File: src/rtl/diff_clk_ibuf.sv
// diff_clk_ibuf: differential clock receiver with pair-fault and per-window edge-count monitor
module diff_clk_ibuf #(
  parameter int WINDOW_CYCLES = 1024,
  parameter int FAULT_CYCLES  = 4,
  parameter int MIN_EDGES     = 8
) (
  input  logic        clk,
  input  logic        rst_n,
  input  logic        I,
  input  logic        IB,
  output logic        O,
  output logic        pair_fault,
  output logic        clk_ok,
  output logic [15:0] edge_count,
  output logic        count_valid
);
  localparam int WW = $clog2(WINDOW_CYCLES);
  localparam int FW = $clog2(FAULT_CYCLES + 1);
  logic [1:0] i_sync, ib_sync;
  logic si, sib, so, so_d, rise, last, win_fault;
  logic [FW-1:0] fcnt;
  logic [WW-1:0] wcnt;
  logic [15:0] acc, acc_nxt;
  assign O = I & ~IB & rst_n;
  assign si = i_sync[1];
  assign sib = ib_sync[1];
  assign so = si & ~sib;
  assign rise = so & ~so_d;
  assign pair_fault = fcnt == FW'(FAULT_CYCLES);
  assign last = wcnt == WW'(WINDOW_CYCLES - 1);
  assign acc_nxt = (rise && acc != 16'hFFFF) ? acc + 16'd1 : acc;
  always_ff @(posedge clk or negedge rst_n) begin
    if (!rst_n) begin
      i_sync <= '0;
      ib_sync <= '0;
      so_d <= 1'b0;
      fcnt <= '0;
      wcnt <= '0;
      acc <= '0;
      win_fault <= 1'b0;
      edge_count <= '0;
      clk_ok <= 1'b0;
      count_valid <= 1'b0;
    end else begin
      i_sync <= {i_sync[0], I};
      ib_sync <= {ib_sync[0], IB};
      so_d <= so;
      fcnt <= (si != sib) ? '0 : pair_fault ? fcnt : fcnt + FW'(1);
      wcnt <= last ? '0 : wcnt + WW'(1);
      acc <= last ? '0 : acc_nxt;
      win_fault <= last ? 1'b0 : win_fault | pair_fault;
      edge_count <= last ? acc_nxt : edge_count;
      clk_ok <= last ? (acc_nxt >= 16'(MIN_EDGES)) && !(win_fault || pair_fault) : clk_ok;
      count_valid <= last;
    end
  end
endmodule

File: config.mk
export PLATFORM = sky130hd
export DESIGN_NAME = diff_clk_ibuf
export DESIGN_NICKNAME = d
export VERILOG_FILES = /design/src/rtl/diff_clk_ibuf.sv
export SDC_FILE = /design/constraint.sdc
export NUM_CORES = 1
export LEC_CHECK = 0
export BUFFER_PORTS_ARGS = -buffer_cell sky130_fd_sc_hd__buf_2
export CORE_UTILIZATION = 55
export CTS_BUF_LIST = sky130_fd_sc_hd__clkbuf_8
export CTS_CLUSTER_DIAMETER = 200
export DETAILED_ROUTE_END_ITERATION = 16
export PLACE_DENSITY = 0.75
export SLEW_MARGIN = 20
export SYNTH_ARGS = -nofsm -noshare
export SYNTH_HDL_FRONTEND = slang
export SYNTH_SLANG_ARGS = --single-unit
File: constraint.sdc
create_clock -name clk -period 2.6 [get_ports clk]
set_input_delay 0.26 -clock clk [delete_from_list [all_inputs] [get_ports clk]]
set_output_delay 0.26 -clock clk [all_outputs]
set_load 0.005 [all_outputs]
==> summary.txt <==
CTS buffer count = 5
post-synthesis async set-or-reset flop share = 1.00
Leakage = 1.30 nW
clk slew on worst S/H paths = 100 ps
startpoint type of the worst setup path = flop
Netlist cell types = 43
TritonCTS clock tree = built
Seq pwr share = 0.538
die width = 68.5 um
# Post-CTS Setup Buffers = 0
xor and xnor area share after synthesis = 0.0967
Post-Synth Adder-Cell Area = 0.0257
DP HPWL = 2940 um
initial antenna violation count = 0
Worst VDD drop = 0.358 mV
Vert. Die Dim = 68.5 um
CTS max path bufs = 2
row count = 23
crit path capture = clk_ok
drt first pass iters = 4
worst slew pin tran = 658 ps
Int Pwr = 0.00130 W
Synth Area in Compound Gates = 0.0679
vias in the first global route = 1522
Max Fclk = 0.454 GHz
crit path kind = reg2reg
FF-to-FF path depth = 7
TNS Setup = 0 ps
Final nets = 257
WHS Path Cells = 1
Post-Synth Simple-Gate Area = 0.212
Placer Congestion = 0.814
Vias = 1645
Resized Gates After CTS = 0
min Tclk post-route = 2200 ps
post-route ant nets = 0
Clock power frac = 0.331
DR vias/cell = 5.50
total track usage = 0.213
PortBufs = 23
crit-path cells = ha_1 > nand3b_1 > or3_4 > a211oi_2 > xnor2_1 > nand4_1 > o31a_1
Synth area leader = dfrtp_1
family with the most delay on the worst path = simple AND/OR/NAND/NOR gates
multiplexer share of the synthesized area = 0.0211
area delta synth->final = 11.4%
core area = 4120 um2
switching pwr = 0.000468 W
Post-Synthesis Cells = 224
synth warn = 0
FF-to-FF Start = acc[0]
Avg Inst Size Synth = 10.9 um2
peak fanout along the critical path = 6
Iter 0 DRT Violations = 86
Root Buffer = clkbuf_8
EDFF count, synth = 0
pin count of the biggest net entering global routing = 54
unrepaired setup endpoints after global routing = no
mapped cell area = 2430 um2
first-pass GRT wire length = 7080 um
Initial Util = 0.591
Mapped Nets = 233
post-DR wirelength/cell = 14.2 um
# IOs = 24
Sink Count = 53
RR Endpoint = clk_ok
reg2reg setup slack = 400 ps
Slew Viols, Final = 0
global route overflow = 0
Synth top cells by count = 53 x dfrtp_1, 41 x nor2_1, 16 x a21oi_1
prevailing post-synth register cell = dfrtp_1
CP Capture Type = flop
logic gate share of total power = 0.131
hold_ws = 71.1 ps
Worst setup startpoint = acc[0]
DRC = 0
die area = 4690 um2
max incr delay on CP = 410 ps
H-tree Lvls = 2
main area contributors after synthesis = dfrtp_1 55%, nor2_1 6.3%, xor2_1 4.0%
number of buffers and inverters on the critical path = 0
Max Cap Viol = 0
final WL = 4260 um
synthesized flop and latch total = 53
latest clock arrival within the worst-skew pair = 310 ps
Clock Skew = 7.92 ps
Seq/Total Area, Yosys = 0.545
Crit path depth = 7
CP max-delay cell = or3_4
Antenna diodes = 0
WP data required = 2800 ps
post-synth top area share = 0.545
layout cells sized above 1 = 0.201
Worst slew margin = 0.561
HP Class = in2reg
cts hold-fix bufs = 0
endpoints failing setup = 0
arrival time at the worst endpoint = 2400 ps
status = completed
largest family of logic cells by synthesized area = simple AND/OR/NAND/NOR gates
crit share post-route = 0.847
top-count cell post-synth = dfrtp_1
Sw Share = 0.265
Hold Fails Final Rpt = 0
Pwr per Cell Area = 652 nW/um2
==> cells in the final DEF (no fill, tap or decap), types with 2 or more instances in the layout <==
cell type,instances
nor2_1,40
and4_1,2
nand4_1,8
nand2_1,9
and2_1,2
a21oi_1,16
and3_1,5
mux2i_1,4
xnor2_1,9
ha_1,5
xnor2_2,2
inv_1,7
xor2_1,11
clkbuf_8,6
buf_4,3
nor2b_1,3
buf_2,23
nand3_1,8
nor3_1,4
nand3b_1,2
dfrtp_1,53
o21ai_0,3
==> through the flow <==
stage / worst slack [ps] / instances / instance area [um2] / utilization / total power, W
after detailed placement: 399 / 291 / 2590 / 0.629 / 0.00120
after global placement: 457 / 291 / 2590 / 0.629 / 0.00119
after global routing: 233 / 299 / 2710 / 0.659 / 0.00185
after CTS: 388 / 299 / 2710 / 0.659 / 0.00178
final: 398 / 299 / 2710 / 0.659 / 0.00177
after floorplan: 536 / 224 / 2430 / - / 0.00113
==> cells by family (layout without fill, tap and decap cells) <==
| logic type | Yosys count | in the layout |
|---|---|---|
| AO/OA/AOI/OAI | 27 | 27 |
| XOR/XNOR | 23 | 23 |
| adder cells (fa/ha/maj) | 5 | 5 |
| buffers and inverters | 16 | 41 |
| flip-flops | 53 | 53 |
| multiplexers | 5 | 5 |
| AND/OR/NAND/NOR | 95 | 95 |
==> worst min-delay path by stage <==
stage / start / endpoint
after detailed placement: ib_sync[0] / ib_sync[1]
after global routing: I / i_sync[0]
after floorplan: rst_n / acc[0]
final: IB / ib_sync[0]
after global placement: i_sync[0] / i_sync[1]
after CTS: IB / ib_sync[0]
==> final cells by class <==
cell class | instances | area [um2]
Tap cell | 50 | 62.6
Clock buffer | 6 | 82.6
Clock inverter | 2 | 37.5
Inverter | 7 | 26.3
Sequential cell | 53 | 1330
Fill cell | 335 | 1410
Timing Repair Buffer | 26 | 138
Multi-Input combinational cell | 155 | 1040
==> worst register-to-register path, stage by stage (launching register included) <==
cell      delay, ps
dfrtp_1         390
ha_1            320
nand3b_1        180
or3_4           410
a211oi_2        220
xnor2_1         190
nand4_1         110
o31a_1          280
==> power by group through the flow <==
stage          clock network (W)  logic, W  registers, W
3_3_place_gp                   0  0.000224      0.000964
4_1_cts                 0.000591  0.000236      0.000951
3_5_place_dp                   0  0.000235      0.000968
2_1_floorplan                  0  0.000175      0.000955
5_1_grt                 0.000624  0.000265      0.000961
6_report                0.000584  0.000231      0.000951
==> per-layer routing <==
layer | part of all wire | track usage | vias to the layer above
li1 | - | - | 814
met2 | 0.43 | 0.301 | 36
met1 | 0.51 | 0.319 | 789
met3 | 0.043 | 0.0493 | 6
met4 | 0.015 | 0.0755 | 0
met5 | 0 | 0 | -
==> state kept, by name, summed over array words and instances (netlist names) <==
signal,flops
ib_sync,2
so_d,1
win_fault,1
clk_ok,1
edge_count,16
count_valid,1
wcnt,10
acc,16
i_sync,2
fcnt,3
(Power assumes the default switching activity.)
